<file path="src/rtl/serial_add_acc.sv">
// serial_add_acc: bit-serial adder/subtractor with optional accumulate.
// Each operation takes WIDTH cycles in RUN. One result bit is produced per
// cycle, LSB first, by a single full adder and a carry flop.
//
// Ports:
//   clk        - rising-edge clock
//   rst_n      - asynchronous active-low reset
//   start      - request a new operation (sampled only in IDLE)
//   a, b       - operands, captured at an accepted start
//   sub        - 0: a+b, 1: a-b (captured at start)
//   accumulate - 1: use the current sum as operand B (captured at start)
//   busy       - high while in RUN
//   done       - one-cycle completion pulse (DONE state)
//   sum        - result of the last completed operation
//   cout       - carry out of the MSB (for subtraction, 1 = no borrow)
//   ovf        - two's-complement signed overflow of the last result
module serial_add_acc #(
  parameter int WIDTH = 8
) (
  input  logic             clk,
  input  logic             rst_n,
  input  logic             start,
  input  logic [WIDTH-1:0] a,
  input  logic [WIDTH-1:0] b,
  input  logic             sub,
  input  logic             accumulate,
  output logic             busy,
  output logic             done,
  output logic [WIDTH-1:0] sum,
  output logic             cout,
  output logic             ovf
);

  localparam int CW = (WIDTH > 2) ? $clog2(WIDTH) : 1;
  localparam logic [CW-1:0] LAST_BIT = CW'(WIDTH - 1);

  typedef enum logic [1:0] {
    IDLE = 2'd0,
    RUN  = 2'd1,
    DONE = 2'd2
  } state_t;

  state_t state, state_nxt;

  logic [WIDTH-1:0] a_sr;
  logic [WIDTH-1:0] b_sr;
  logic [WIDTH-1:0] res_sr;
  logic [CW-1:0]    cnt;
  logic             carry;
  logic             sub_q;

  // Full adder on the current LSB pair; B is inverted for subtraction and
  // the carry flop is preset to sub, giving a + ~b + 1.
  logic bit_b;
  logic bit_s;
  logic bit_c;

  always_comb begin
    bit_b = b_sr[0] ^ sub_q;
    bit_s = a_sr[0] ^ bit_b ^ carry;
    bit_c = (a_sr[0] & bit_b) | (a_sr[0] & carry) | (bit_b & carry);
  end

  always_ff @(posedge clk or negedge rst_n) begin
    if (!rst_n) begin
      state <= IDLE;
    end else begin
      state <= state_nxt;
    end
  end

  always_comb begin
    state_nxt = state;
    busy      = 1'b0;
    done      = 1'b0;
    case (state)
      IDLE: begin
        if (start) begin
          state_nxt = RUN;
        end
      end
      RUN: begin
        busy = 1'b1;
        if (cnt == LAST_BIT) begin
          state_nxt = DONE;
        end
      end
      DONE: begin
        done      = 1'b1;
        state_nxt = IDLE;
      end
      default: begin
        state_nxt = IDLE;
      end
    endcase
  end

  always_ff @(posedge clk or negedge rst_n) begin
    if (!rst_n) begin
      a_sr   <= '0;
      b_sr   <= '0;
      res_sr <= '0;
      cnt    <= '0;
      carry  <= 1'b0;
      sub_q  <= 1'b0;
      sum    <= '0;
      cout   <= 1'b0;
      ovf    <= 1'b0;
    end else begin
      case (state)
        IDLE: begin
          if (start) begin
            a_sr   <= a;
            b_sr   <= accumulate ? sum : b;
            sub_q  <= sub;
            res_sr <= '0;
            cnt    <= '0;
            carry  <= sub;
          end
        end
        RUN: begin
          a_sr   <= a_sr >> 1;
          b_sr   <= b_sr >> 1;
          res_sr <= {bit_s, res_sr[WIDTH-1:1]};
          carry  <= bit_c;
          cnt    <= cnt + CW'(1);
          if (cnt == LAST_BIT) begin
            // On the MSB step the carry flop still holds the carry into
            // the MSB, so overflow is that XOR the carry out.
            sum  <= {bit_s, res_sr[WIDTH-1:1]};
            cout <= bit_c;
            ovf  <= bit_c ^ carry;
          end
        end
        default: begin
        end
      endcase
    end
  end

endmodule

</file>
<file path="config.mk">
export PLATFORM = sky130hd
export DESIGN_NAME = serial_add_acc
export DESIGN_NICKNAME = d
export VERILOG_FILES = /design/src/rtl/serial_add_acc.sv
export SDC_FILE = /design/constraint.sdc
export NUM_CORES = 1
export LEC_CHECK = 0
export BUFFER_PORTS_ARGS = -buffer_cell sky130_fd_sc_hd__buf_2
export CAP_MARGIN = 0
export CORE_AREA = 5 5 79 81
export CTS_CLUSTER_DIAMETER = 80
export CTS_CLUSTER_SIZE = 16
export DETAILED_ROUTE_END_ITERATION = 6
export DIE_AREA = 0 0 84 86
export PLACE_DENSITY = 0.55
export SYNTH_ARGS = -nofsm -noshare
export SYNTH_HDL_FRONTEND = slang
export SYNTH_SLANG_ARGS = --single-unit
</file>
<file path="constraint.sdc">
create_clock -name clk -period 2.35 [get_ports clk]
set_input_delay 0.3525 -clock clk [delete_from_list [all_inputs] [get_ports clk]]
set_output_delay 0.3525 -clock clk [all_outputs]
set_load 0.02 [all_outputs]
</file>
# After elaboration in Yosys (flattened, before gate mapping)
# Index checks and enable logic that the tools add are counted.
[word_totals]
output_inout_bits = 12
word_cells = 47
ff_bits = 41
inputBits = 21
[op_classes]
mux = 16
n_eq_ne = 5
n_reduce_logical = 6
n_bitwise = 9
add_sub_neg = 1
[ops]
columns = ["op", "count"]
rows = [
  ["$pmux W8 S2", 3],
  ["$mux W8", 4],
  ["$reduce_and A2 Y1", 4],
  ["$pmux W3 S2", 1],
  ["$mux W2", 2],
  ["$ne A2 B2 Y1 const B", 2],
  ["$pmux W2 S2", 1],
  ["$xor A1 B1 Y1", 4],
  ["$add A3 B1 Y3 const B", 1],
  ["$and A1 B1 Y1", 3],
  ["$eq A3 B3 Y1 const B", 1],
  ["$mux W1", 3],
  ["$mux W3", 1],
  ["$eq A2 B1 Y1 const B", 1],
  ["$eq A2 B2 Y1 const B", 1],
  ["$logic_not A2 Y1", 1],
  ["$or A1 B1 Y1", 2],
  ["$pmux W1 S2", 1],
  ["$reduce_bool A2 Y1", 1],
]

# Logic depth before layout (Yosys ltp)
# Gate-level depths: netlist of the first run.
[logic_depth]
ltp_word = 5
depth_mapped = 6
depth_no_buf = 5

# Least setup slack after synthesis of the first run
# No wires, ideal clock.
[synth_path]
path_kind = "register to register"
start = "register cnt[0]"
end = "register sum[0]"
setup_slack_ns = 0.912
setup_time_ns = 0.128
arrival_ns = 1.311
stages_incl_launch_ff = 6
path_buffers = 1
synth_period_minus_slack_ns = 1.438
required_ns = 2.222
cell_sequence = "dfrtp_1 -> ha_1 -> ha_1 -> nand3b_4 -> buf_6 -> mux2_1"
[synth_between]
elab_chain_cells = 2
[synth_rtl]
columns = ["item", "line", "rtl"]
rows = [
  ["start: declaration", "48", "logic [CW-1:0] cnt;"],
  ["start signal: assignment", "126", "cnt <= cnt + CW'(1);"],
  ["$eq A3 B3 Y1", "127", "if (cnt == LAST_BIT) begin"],
  ["$reduce_and A2 Y1 (no source line)", "n/a", ""],
  ["end signal: assignment", "130", "sum <= {bit_s, res_sr[WIDTH-1:1]};"],
  ["end: declaration", "29", "output logic [WIDTH-1:0] sum,"],
]
# No other way between the ends.
# A chain may end at the register's enable or synchronous reset.

# Worst setup path after layout of the first run
[layout_path]
start = "register state[0]"
end = "output port busy"
[layout_between]
elab_chain_cells = 2
[layout_rtl]
columns = ["item", "line", "rtl"]
rows = [
  ["start: declaration", "43", "state_t state, state_nxt;"],
  ["start signal: assignment", "68", "state <= state_nxt;"],
  ["$eq A2 B1 Y1", "76", "case (state)"],
  ["$mux W1", "76", ""],
  ["end: declaration", "27", "output logic busy,"],
]
# No other way between the ends.

==> results of run 1 <==
## final cells by class
class | count | area (µm²)
Sequential cell | 40 | 1001
Tap cell | 72 | 90.09
Fill cell | 562 | 3262
Timing Repair Buffer | 35 | 182.7
Clock buffer | 7 | 96.34
Inverter | 5 | 18.77
Multi-Input combinational cell | 108 | 754.5
## cells in the final DEF (no fill, tap or decap)
master	netlist	final
mux2_2	5	5
o21bai_4	1	1
o31ai_1	8	8
nand2b_1	2	2
o21ai_0	15	15
buf_4	1	3
mux2_1	3	3
a22oi_1	1	1
buf_2	5	32
mux2i_1	8	8
nor2_1	10	10
inv_1	5	5
fa_1	1	1
clkbuf_8	0	7
nor2b_1	11	11
xnor2_1	1	1
xor2_1	1	1
nand3b_4	1	1
nand2_1	19	19
a21oi_1	2	2
dfrtp_1	40	40
a22o_1	8	8
ha_1	2	2
a211oi_1	7	7
a2bb2oi_1	2	2
## power by group through the flow
stage                     logic, µW  registers, µW  clock network [µW]
final                          1090           1220                 484
after global routing           1230           1260                 527
after CTS                      1120           1220                 504
after detailed placement       1110           1230                   0
after global placement         1090           1230                   0
after floorplan                 790           1240                   0
## layer usage
layer	routed length (µm)	vias up
met5	0	-
met4	54	0
met3	203	8
met2	1743	24
met1	1897	639
li1	-	631
## worst min-delay path by stage
stage,startpoint,slack [ns],end
2_1_floorplan,rst_n,0.06,a_sr[0]$_DFFE_PN0P_
3_3_place_gp,b_sr[5]$_DFFE_PN0P_,0.46,b_sr[5]$_DFFE_PN0P_
3_5_place_dp,a_sr[4]$_DFFE_PN0P_,0.47,a_sr[4]$_DFFE_PN0P_
4_1_cts,rst_n,0.22,b_sr[3]$_DFFE_PN0P_
5_1_grt,rst_n,0.27,b_sr[3]$_DFFE_PN0P_
6_report,rst_n,0.19,b_sr[3]$_DFFE_PN0P_
## critical path, cell delays in order, from the launching register on
cell and delay [ns]:
dfrtp_1 0.62, nand2b_1 0.12, inv_1 0.29, buf_2 0.25
## metrics by stage
stage               util, %  cell area, µm²  power, µW  setup slack [ns]
finish                39.65            2143       2795            0.4242
CTS                   39.65            2143       2843            0.3985
global placement      37.87            2047       2323            0.6847
detailed placement    37.87            2047       2340            0.6026
floorplan                 -            1844       2026            0.9118
global route          39.65            2143       3024            0.2804
## state kept, by name, summed over array words and instances, names as in the netlist
name,flops
a_sr,8
b_sr,8
sum,8
res_sr,7
cnt,3
state,2
carry,1
cout,1
ovf,1
sub_q,1
## logic make-up after synthesis
group                    count (synthesis)
buffers and inverters                   15
AO/OA/AOI/OAI                           44
AND/OR/NAND/NOR                         43
flip-flops                              40
adder cells (fa/ha/maj)                  3
XOR/XNOR                                 2
multiplexers                            16
==> flow_summary.ini, run 1 <==
[placement]
gp_congestion = 0.7037
dp_hpwl_um = 2729
post-place-cells = 260
io_buffer_count = 32

[setup_path]
path_class = flip-flop to output pin
cp-endpoint = busy
rr_endpoint = b_sr[2]$_DFFE_PN0P_
cp_max_fo = 11
arrival_ns = 1.57
cp-startpoint = state[0]$_DFFE_PN0P_
cp-start-kind = flip-flop
endpoint_kind = output pin
reg2reg_from = state[0]$_DFFE_PN0P_
r2r_cells = 5
crit_required_ns = 2.00
r2r_slack_ns = 0.60

[grt]
grtUsageMet2_pct = 16.78
grt-busiest-layer = met2
grt_max_degree = 41
use_met3_pct = 4.227
grt_use_met1_pct = 15.64
grt_pass1_wl_um = 6603
grt_pass1_vias = 1324
grt_overflow = 0
antenna_found_initial = 0
grt_usage_pct = 11.47

[timing]
max_freq_mhz = 519.3
finalSetupViolations = 0
relSlewSlack_pct = 39.88
fin_skew_ns = 0.003022
setup_tns_ns = 0
hold_ws_ns = 0.1903
hold_viol_final = 0
tightestPinTransition_ns = 0.9017
grt_setup_unrepaired = false
drv_slew = 0
fin_crit_ns = 1.926
finalCritPeriodShare_pct = 81.95

[pwr]
internal-power_uw = 1754
clockPowerShare_pct = 17.3
switchingPower_uw = 1041
ir_drop_mv = 0.5632
p_comb_share_pct = 39.1
p_leak_uw = 0.001021
swShare_pct = 37.24
cellPowerDensity_nw_per_um2 = 1304
power_frac_seq_pct = 43.5

[synthesis]
yosys.area.top_type_share_pct = 54.27
yosysMostFrequentCell = dfrtp_1
synth-simple-area-share_pct = 11.40
synthMuxAreaShare_pct = 9.227
ys_seq_elements = 40
yosys_warnings = 0
avgSynthCellArea_um2 = 11.31
syn_nets = 187
synth_compound_area_share_pct = 16.89
syn_inst = 163
syn_area_um2 = 1844
synth_cell_types = 26
ys_seq_area_share_pct = 54.27
synth_xor_xnor_area_share_pct = 0.9498
synth_top_family_by_area = compound AO/OA/AOI/OAI gates
synthAdderAreaFrac_pct = 2.442
synth_edf_count = 0
ys.flop_type = dfrtp_1
netlist_top_cells_area = dfrtp_1 (54%), mux2i_1 (4.3%), o21ai_0 (4.1%), nand2_1 (3.9%), a22o_1 (3.8%)
yosys-top-cells-count = dfrtp_1 (40), nand2_1 (19), o21ai_0 (15)
async_reset_ff_share_pct = 100.0
synth_top_cell_by_area = dfrtp_1

[die]
initial_core_util_pct = 34.12
die_area_um2 = 7224
die_w_um = 84
num_rows = 27
coreArea_um2 = 5405
dieHeight_um = 86
io-pin-count = 33

[job]
cap_violations = 0

[clock_network]
cts_setup_buffers = 0
clockRootBuffer = clkbuf_8
path_clk_slew_ns = 0.07
clock_sinks = 40
cts_tree = yes
postCtsHoldBufs = 0
h-tree-depth = 2
clk_latency_ns = 0.29
post_cts_resized = 0
cts_buffers = 5
clk_path_buf_depth = 2

[routing]
wl_per_cell_um = 14.60
drt_wl_total_um = 3899
viasPerCell = 4.876
vias = 1302
drc = 0
dr.pass1.iters = 4
ant_nets = 0
drt_iter0_markers = 62

[layout]
fin_cells = 267
layout-drive-gt1-share_pct = 25.13
antenna_cells = 0
fin_nets = 219
area_growth_pct = 16.21

[status]
status = finished clean

[min_path]
hold_class = input port to async pin
No activity file was read; power rests on OpenSTA's default activity.
==> run 2: changes to the inputs <==
--- a/config.mk
+++ b/config.mk
@@ -5,6 +5,7 @@
 export SDC_FILE = /design/constraint.sdc
 export NUM_CORES = 1
 export LEC_CHECK = 0
+export ABC_AREA = 1
 export BUFFER_PORTS_ARGS = -buffer_cell sky130_fd_sc_hd__buf_2
 export CAP_MARGIN = 0
 export CORE_AREA = 5 5 79 81
@@ -12,7 +13,7 @@
 export CTS_CLUSTER_SIZE = 16
 export DETAILED_ROUTE_END_ITERATION = 6
 export DIE_AREA = 0 0 84 86
-export PLACE_DENSITY = 0.55
+export PLACE_DENSITY = 0.57
 export SYNTH_ARGS = -nofsm -noshare
 export SYNTH_HDL_FRONTEND = slang
 export SYNTH_SLANG_ARGS = --single-unit
==> constraint.sdc (replaced) <==
create_clock -name clk -period 1.6 [get_ports clk]
set_input_delay 0.24 -clock clk [delete_from_list [all_inputs] [get_ports clk]]
set_output_delay 0.24 -clock clk [all_outputs]
set_load 0.02 [all_outputs]
==> flow_summary.ini, run 2 <==
[timing]
hold_ws_ns = -0.007899
timing.final.ws_setup_ns = 0.1997
grt_setup_unrepaired = false
tightestPinTransition_ns = 0.5015
drv_slew = 0
setup_tns_ns = 0
hold_viol_final = 15
max_freq_mhz = 714.1
fin_skew_ns = 0.007315
fin_crit_ns = 1.400
finalSetupViolations = 0
finalCritPeriodShare_pct = 87.52
relSlewSlack_pct = 66.57

[layout]
fin_nets = 275
reg.largest.list = a_sr (8), b_sr (8), sum (8)
layout-drive-gt1-share_pct = 24.60
antenna_cells = 0
area_growth_pct = 18.42
n_fill_cell = 579
most-common-layout-cells = nand2_1 (71), nand3_1 (50), dfrtp_1 (40)
final_common_cell = nand2_1

[die]
die_w_um = 84
dieHeight_um = 86
io-pin-count = 33
die_area_um2 = 7224
coreArea_um2 = 5405
num_rows = 27
initial_core_util_pct = 34.31

[synthesis]
synth_top_cell_by_area = dfrtp_1
ys_seq_elements = 40
yosys_warnings = 0
syn_area_um2 = 1854
async_reset_ff_share_pct = 100.0
yosys.area.top_type_share_pct = 53.98
syn_inst = 214
ys.flop_type = dfrtp_1
avgSynthCellArea_um2 = 8.665
yosys-top-cells-count = nand2_1 (71), nand3_1 (50), dfrtp_1 (40)
syn_nets = 238
yosysMostFrequentCell = nand2_1
synth_cell_types = 18
synth_edf_count = 0
ys_seq_area_share_pct = 53.98
netlist_top_cells_area = dfrtp_1 (54%), nand2_1 (14%), nand3_1 (13%), o21ai_2 (4.3%), inv_1 (2.6%)

[setup_path]
worstPathCellList = inv_2 -> nor2_4 -> buf_2
r2r_slack_ns = 0.26
cp-start-kind = flip-flop
path_class = flip-flop to output pin
worst_path_max_delay_cell = dfrtp_1
endpoint_kind = output pin
reg2reg_from = b_sr[0]$_DFFE_PN0P_
arrival_ns = 1.16
critPathMaxStageDelay_ns = 0.46
cp_max_fo = 5
crit_required_ns = 1.36
cp-startpoint = state[0]$_DFFE_PN0P_

[routing]
drt_iter0_markers = 63
wl_per_cell_um = 12.75
drt_wl_total_um = 4131
dr.pass1.iters = 4
ant_nets = 0
drc = 0
vias = 1536
viasPerCell = 4.741

[pwr]
internal-power_uw = 2398
ir_drop_mv = 0.8095
clockPowerShare_pct = 16.9
cellPowerDensity_nw_per_um2 = 1854
p_leak_uw = 0.001134
swShare_pct = 41.08
power_frac_seq_pct = 42.1
switchingPower_uw = 1672
p_comb_share_pct = 41.1

[clock_network]
h-tree-depth = 2
clockRootBuffer = clkbuf_8
cts_tree = yes
cts_buffers = 5
postCtsHoldBufs = 0
clk_path_buf_depth = 2
path_clk_slew_ns = 0.08
post_cts_resized = 0
cts_setup_buffers = 0
clock_sinks = 40
clk_latency_ns = 0.29

[status]
status = finished with violations
violations = hold timing

[job]
cap_violations = 0

[min_path]
hold_class = input port to async pin

[placement]
gp_congestion = 0.7536
io_buffer_count = 32
dp_hpwl_um = 2994
dp_slack_ns = 0.2773

[grt]
grt_max_degree = 41
grt_usage_pct = 12.30
antenna_found_initial = 0
grt_pass1_wl_um = 7162
grt_overflow = 0
grt_pass1_vias = 1527
## run 2: changes by cell type in the layout (fill, tap and decap cells not counted), sizes merged, moves of 7 or more
cell / previous run / this run
inv: 5 / 14
mux2i: 8 / 0
mux2: 8 / 0
a211oi: 7 / 0
o31ai: 8 / 0
a22o: 8 / 0
nor2b: 11 / 0
nand3: 0 / 50
nand2: 19 / 74
## run 2: stage by stage
step	cells	cell area (µm²)	utilization [%]	total power (µW)	hold WS, ns
finish	324	2196	40.63	4070	-0.007899
global route	324	2196	40.63	4430	0.03951
CTS	324	2196	40.63	4132	0.01232
detailed placement	316	2103	38.91	3429	0.3336
global placement	316	2103	38.91	3402	0.3367
floorplan	214	1854	-	2900	-0.05559
## run 2: final cells by class
class / count / area, µm² / area share (%)
inverters: 14 / 52.55 / 2.393
well taps: 72 / 90.09 / 4.103
clock buffers: 6 / 82.58 / 3.761
repair buffers: 39 / 212.7 / 9.687
flip-flops and latches: 40 / 1001 / 45.58
multi-input cells: 151 / 747.0 / 34.02
clock inverters: 2 / 10.01 / 0.4558
## run 2: logic make-up after synthesis
logic type	after synthesis	synth area share, %
buffers and inverters	23	5.735
adders and majority gates	3	2.429
xor gates and xnor gates	1	0.4724
AOI/OAI and AO/OA	18	6.680
DFF	40	53.98
and+or+nand+nor	129	30.70
## run 2: layer usage
layer  share of wire [%]  GRT usage (%)  vias to the layer above
met1                  48          16.19                      722
met5                   0              0                        -
li1                    -              -                      770
met4                 1.5          4.532                        0
met3                 6.1          3.458                        7
met2                  44          19.38                       37
## run 2: final timing paths
kind	to	depth (start not counted)
setup / recovery	busy	3
hold / removal	sum[7]$_DFFE_PN0P_	2
setup reg to reg	ovf$_DFFE_PN0P_	6
hold reg to reg	sum[0]$_DFFE_PN0P_	2
max in group asynchronous	a_sr[0]$_DFFE_PN0P_	2
min in group clk	a_sr[7]$_DFFE_PN0P_	3
## run 2: critical path: cells and delay by family (launching register included)
kind / cells / cell delay (ns)
buffers and inverters: 2 / 0.27
DFF: 1 / 0.46
and+or+nand+nor: 1 / 0.15
## run 2: power groups by stage
stage / logic, µW / registers (µW) / clock network [µW]
floorplan: 1080 / 1820 / 0
global route: 1920 / 1780 / 734
detailed placement: 1700 / 1730 / 0
global placement: 1680 / 1730 / 0
finish: 1670 / 1710 / 686
CTS: 1710 / 1710 / 706
